--- config.mk ---
export PLATFORM = sky130hd
export DESIGN_NAME = pipeline_hazard_ctrl
export DESIGN_NICKNAME = d
export VERILOG_FILES = /design/src/rtl/control_types_pkg.sv /design/src/rtl/load_use_detect.sv /design/src/rtl/pipeline_hazard_ctrl.sv
export SDC_FILE = /design/constraint.sdc
export NUM_CORES = 1
export LEC_CHECK = 0
export BUFFER_PORTS_ARGS = -buffer_cell sky130_fd_sc_hd__buf_2
export CAP_MARGIN = 15
export CORE_MARGIN = 4
export CORE_UTILIZATION = 44
export CTS_CLUSTER_DIAMETER = 150
export DETAILED_ROUTE_END_ITERATION = 7
export PLACE_DENSITY = 0.82
export SLEW_MARGIN = 10
export SYNTH_ARGS = -nofsm -noshare
export SYNTH_HDL_FRONTEND = slang
export SYNTH_SLANG_ARGS = --single-unit
--- constraint.sdc ---
create_clock -name clk -period 1.65 [get_ports clk]
set_clock_uncertainty 0.2 [all_clocks]
set_input_delay 0 -clock clk [delete_from_list [all_inputs] [get_ports clk]]
set_output_delay 0 -clock clk [all_outputs]
set_load 0.005 [all_outputs]
--- src/rtl/control_types_pkg.sv ---
// rtl/control_types_pkg.sv - shared state encoding and constants for pipeline hazard control
package control_types_pkg;

    typedef enum logic [1:0] {
        ST_RUN      = 2'd0,
        ST_DWAIT    = 2'd1,
        ST_IDISCARD = 2'd2
    } hazard_state_t;

    localparam logic [4:0] REG_ZERO_IDX = 5'd0;

    // The unused encoding 3 behaves as ST_RUN.
    function automatic hazard_state_t sanitize_state(input logic [1:0] raw);
        case (raw)
            2'd1:    return ST_DWAIT;
            2'd2:    return ST_IDISCARD;
            default: return ST_RUN;
        endcase
    endfunction

endpackage

--- src/rtl/load_use_detect.sv ---
// rtl/load_use_detect.sv - combinational load-use dependency detector between EX and ID
module load_use_detect
    import control_types_pkg::*;
(
    input  logic       ex_mem_read,
    input  logic [4:0] ex_rd_idx,
    input  logic [4:0] id_rs1_idx,
    input  logic [4:0] id_rs2_idx,
    input  logic       id_uses_rs1,
    input  logic       id_uses_rs2,
    output logic       load_use
);

    logic rs1_hit;
    logic rs2_hit;

    always_comb begin
        rs1_hit  = id_uses_rs1 && (id_rs1_idx == ex_rd_idx);
        rs2_hit  = id_uses_rs2 && (id_rs2_idx == ex_rd_idx);
        // x0 is never written, so a load targeting it cannot create a dependency.
        load_use = ex_mem_read && (ex_rd_idx != REG_ZERO_IDX) && (rs1_hit || rs2_hit);
    end

endmodule

--- src/rtl/pipeline_hazard_ctrl.sv ---
// rtl/pipeline_hazard_ctrl.sv - stall/flush scheduler for the 5-stage pipeline (optional HAZARD_PERF_CNT_EN)
module pipeline_hazard_ctrl
    import control_types_pkg::*;
#(
    parameter int DMEM_TIMEOUT = 64,
    parameter int CNT_W        = 8
) (
    input  logic        clk,
    input  logic        rst,
    input  logic [4:0]  id_rs1_idx,
    input  logic [4:0]  id_rs2_idx,
    input  logic        id_uses_rs1,
    input  logic        id_uses_rs2,
    input  logic        ex_mem_read,
    input  logic [4:0]  ex_rd_idx,
    input  logic        ex_branch_taken,
    input  logic        imem_ready,
    input  logic        dmem_req,
    input  logic        dmem_ready,
    output logic        pc_enable,
    output logic        if_id_enable,
    output logic        id_ex_enable,
    output logic        ex_mem_enable,
    output logic        mem_wb_enable,
    output logic        if_id_clear,
    output logic        id_ex_clear,
    output logic        ex_mem_clear,
    output logic        mem_wb_clear,
    output logic        mem_fault,
`ifdef HAZARD_PERF_CNT_EN
    output logic [31:0] perf_stall_cycles,
    output logic [31:0] perf_flush_count,
`endif
    output logic [1:0]  ctrl_state
);

    localparam logic [CNT_W-1:0] TIMEOUT_VAL = CNT_W'(DMEM_TIMEOUT);

    hazard_state_t    state_q, state_d;
    hazard_state_t    resume_q, resume_d;
    hazard_state_t    base_state;
    logic [CNT_W-1:0] cnt_q, cnt_d;
    logic             fault_q, fault_d;
    logic             load_use;
    logic             dstall;
    logic             branch_honoured;

    load_use_detect u_load_use_detect (
        .ex_mem_read (ex_mem_read),
        .ex_rd_idx   (ex_rd_idx),
        .id_rs1_idx  (id_rs1_idx),
        .id_rs2_idx  (id_rs2_idx),
        .id_uses_rs1 (id_uses_rs1),
        .id_uses_rs2 (id_uses_rs2),
        .load_use    (load_use)
    );

    always_comb begin
        pc_enable       = 1'b1;
        if_id_enable    = 1'b1;
        id_ex_enable    = 1'b1;
        ex_mem_enable   = 1'b1;
        mem_wb_enable   = 1'b1;
        if_id_clear     = 1'b0;
        id_ex_clear     = 1'b0;
        ex_mem_clear    = 1'b0;
        mem_wb_clear    = 1'b0;
        branch_honoured = 1'b0;
        dstall          = dmem_req && !dmem_ready;

        // While waiting on data memory the remembered pre-stall state governs.
        base_state = (sanitize_state(state_q) == ST_DWAIT) ? sanitize_state(resume_q)
                                                            : sanitize_state(state_q);
        state_d  = base_state;
        resume_d = resume_q;
        cnt_d    = '0;
        fault_d  = fault_q;

        if (dstall) begin
            pc_enable     = 1'b0;
            if_id_enable  = 1'b0;
            id_ex_enable  = 1'b0;
            ex_mem_enable = 1'b0;
            mem_wb_clear  = 1'b1;
            state_d       = ST_DWAIT;
            resume_d      = base_state;
            cnt_d         = (cnt_q >= TIMEOUT_VAL) ? cnt_q : cnt_q + CNT_W'(1);
            if (cnt_d >= TIMEOUT_VAL) begin
                fault_d = 1'b1;
            end
        end else if (ex_branch_taken) begin
            branch_honoured = 1'b1;
            pc_enable       = 1'b1;
            if_id_clear     = 1'b1;
            id_ex_clear     = 1'b1;
            state_d         = imem_ready ? ST_RUN : ST_IDISCARD;
        end else if (base_state == ST_IDISCARD) begin
            pc_enable = 1'b0;
            if (load_use) begin
                if_id_enable = 1'b0;
                id_ex_clear  = 1'b1;
            end else begin
                if_id_clear = 1'b1;
            end
            // The fetch that finally lands belongs to the abandoned path.
            if (imem_ready) begin
                if_id_clear = 1'b1;
                state_d     = ST_RUN;
            end
        end else if (load_use) begin
            pc_enable    = 1'b0;
            if_id_enable = 1'b0;
            id_ex_clear  = 1'b1;
        end else if (!imem_ready) begin
            pc_enable   = 1'b0;
            if_id_clear = 1'b1;
        end

        if (rst) begin
            pc_enable       = 1'b0;
            if_id_enable    = 1'b0;
            id_ex_enable    = 1'b0;
            ex_mem_enable   = 1'b0;
            mem_wb_enable   = 1'b0;
            if_id_clear     = 1'b1;
            id_ex_clear     = 1'b1;
            ex_mem_clear    = 1'b1;
            mem_wb_clear    = 1'b1;
            branch_honoured = 1'b0;
        end
    end

    always_ff @(posedge clk) begin
        if (rst) begin
            state_q  <= ST_RUN;
            resume_q <= ST_RUN;
            cnt_q    <= '0;
            fault_q  <= 1'b0;
        end else begin
            state_q  <= state_d;
            resume_q <= resume_d;
            cnt_q    <= cnt_d;
            fault_q  <= fault_d;
        end
    end

    assign mem_fault  = fault_q;
    assign ctrl_state = state_q;

`ifdef HAZARD_PERF_CNT_EN
    logic [31:0] perf_stall_q, perf_stall_d;
    logic [31:0] perf_flush_q, perf_flush_d;

    always_comb begin
        perf_stall_d = perf_stall_q;
        perf_flush_d = perf_flush_q;
        if (!pc_enable) begin
            perf_stall_d = perf_stall_q + 32'd1;
        end
        if (branch_honoured) begin
            perf_flush_d = perf_flush_q + 32'd1;
        end
    end

    always_ff @(posedge clk) begin
        if (rst) begin
            perf_stall_q <= '0;
            perf_flush_q <= '0;
        end else begin
            perf_stall_q <= perf_stall_d;
            perf_flush_q <= perf_flush_d;
        end
    end

    assign perf_stall_cycles = perf_stall_q;
    assign perf_flush_count  = perf_flush_q;
`endif

endmodule
==> flow_metrics.tcl <==
set metrics [dict create \
    outcome "complete, no violations" \
    synth_area_um2 725.7 \
    synth_cells 90 \
    max_freq_mhz 608.7 \
    hp-class "primary input to flop" \
    wl_per_cell_um 12.94 \
    htreeDepth 1 \
    vias_per_cell 5.299 \
    grt_pass1_wl_um 3318 \
    start_util_pct 47.62 \
    drc 0 \
    finalNetCount 157 \
    hpwl_um 1397 \
    routed_wl_um 1902 \
    grt_pass1_vias 782 \
    cts.clk_slew.worst_paths_ns 0.08 \
    finalMaxSlewViolations 0 \
    synth_top_cell_area_share_pct 35.86 \
    grt_overflow 0 \
    endpoint_kind "primary output" \
    syn_avg_cell_area_um2 8.063 \
    yosysUniqueCellTypes 27 \
    period_minus_slack_ns 1.643 \
    synth_fp_nets 115 \
    grt_usage_pct 17.27 \
    antenna_found_initial 0 \
    dieArea_um2 2363 \
    stdcell_area_um2 992.2 \
    synth-xor-area-share_pct 18.10 \
    cp-start-kind "flop" \
    cts-root-buf "clkbuf_4" \
    syn_to_final_growth_pct 36.72 \
    tritoncts "built" \
    ant_nets 0 \
    p_leak_nw 0.4478 \
    die_w_um 48.61 \
    drv_cap 0 \
    clk_latency_ns 0.28 \
    cp_data_arrival_time_ns 1.44 \
    synth_mux_area_share_pct 0 \
    antenna_cells 0 \
    cp_max_fo 3 \
    fin_crit_sh_pct 99.57 \
    ys_ff_latch 13 \
    dr.first_iter.drc_count 15 \
    clock_sinks 13 \
    die_y_um 48.61 \
    setup_viol 0 \
    place.gp.congestion 0.8185 \
    rsz0062_at_grt "yes" \
    mostFrequentLayoutCell "buf_2" \
    hold_viol 0 \
    placed_area_um2 902.1 \
    setup_slack_ns 0.007076 \
    drive_above_1_share_pct 34.35 \
    firstDrtPassIters 4 \
    synthAdderAreaFrac_pct 1.724 \
    numCtsBuffers 3 \
    vdd_drop_max_uv 292.4 \
    port-buffer-count 35 \
    yosysWarnings 0 \
    synth-compound-area-share_pct 12.59 \
    ioPinCount 36 \
    synth_top_cell_by_area "dfxtp_1" \
    row_count 14 \
    vias 779 \
    synth_top_family_by_area "simple AND/OR/NAND/NOR gates" \
    pre_cts_slack_ns 0.2293 \
    synth_area_leaders "dfxtp_1 36%, xnor2_1 13%, nor2_1 5.7%" \
    path_class "flop to primary output" \
    clockBufferDepth 2 \
    cp.required_ns 1.45 \
    synth_simple_gate_area_share_pct 27.07 \
    final_cell_mix "35 x buf_2, 11 x xnor2_1, 11 x nor2_1, 11 x dfxtp_1, 10 x nand2_1" \
    slew_headroom_pct 70.45 \
    powerDensity_nw_per_um2 654.5 \
    n_fill_cell 143 \
    ys_seq_area_share_pct 35.86 \
    core-area_um2 1524 \
    grt_max_degree 9 \
    tightest_slew_ns 0.4416 \
]
==> per-layer routing <==
layer,global-route usage [%],wire [um],vias up
met2,33.04,1028,30
met4,8.072,19,0
met3,1.840,100,2
li1,-,-,393
met1,18.28,753,354
met5,0,0,-
==> cells in the mapped netlist, drive strengths merged <==
cell and instances:
nor2b 1, nor4 1, dfxtp 13, a21o 1
nor3b 2, xnor2 11, and3 1, inv 4
or4 1, o21ai 6, o2bb2ai 1, and2 1
nor3 2, o22ai 1, nand3 2, nor2 11
and4bb 1, a21oi 5, o211a 1, xor2 4
ha 1, buf 2, nand2b 2, nand4 4
clkbuf 1, nand2 10
==> through the flow <==
stage	std cells	util, %	hold WS, ns	power, mW	setup TNS (ns)
after floorplan	90	-	-0.1504	0.3870	0
after global placement	138	59.20	0.0005357	0.4398	0
after detailed placement	138	59.20	0.0009973	0.4437	0
after CTS	147	64.53	0.00009465	0.6484	0
after global routing	147	65.11	0.05516	0.6814	-0.1733
final	147	65.11	0.004875	0.6494	0
==> final timing paths <==
check	start	to	slack, ns	cells past startpoint
setup reg to reg	cnt_q[7]	mem_fault	0.22	4
setup / recovery	resume_q[0]	if_id_clear	0.007	5
hold reg to reg	cnt_q[6]	cnt_q[6]	0.27	2
hold / removal	dmem_ready	cnt_q[6]	0.005	5
==> cell type report <==
cell class / count / area, um2 / area share (%)
Clock buffer: 4 / 26.28 / 2.648
Multi-Input combinational cell: 70 / 442.9 / 44.64
Sequential cell: 13 / 262.8 / 26.48
Timing Repair Buffer: 40 / 225.2 / 22.70
Tap cell: 16 / 20.02 / 2.018
Inverter: 4 / 15.01 / 1.513
==> cells by family after synthesis <==
kind of cell | Yosys count
AO/OA/AOI/OAI | 15
XOR/XNOR | 15
adder cells (fa/ha/maj) | 1
buffers and inverters | 7
flip-flops | 13
AND/OR/NAND/NOR | 39
==> what timing repair did <==
action / CTS / global route
setup endpoints to repair: 2 / 2
setup buffers: 0 / 0
hold buffers: 5 / 0
gates resized for setup: 1 / 5
hold endpoints to repair: 6 / 0
pin swaps: 0 / 3
==> critical path, cell delays in order (launching register included) <==
cell and delay [ns]:
dfxtp_1 0.36, and4bb_2 0.27, nor3b_2 0.21, a21o_1 0.16, a21oi_2 0.03, buf_2 0.14
==> where the power goes <==
| group | leakage, nW | switching [mW] | total [mW] | internal [mW] |
|---|---|---|---|---|
| combinational | 0.327 | 0.0597 | 0.129 | 0.0693 |
| clock | 0.0150 | 0.106 | 0.199 | 0.0938 |
| sequential | 0.106 | 0.00347 | 0.321 | 0.318 |
| total | 0.448 | 0.169 | 0.649 | 0.481 |
(Power assumes the default switching activity.)
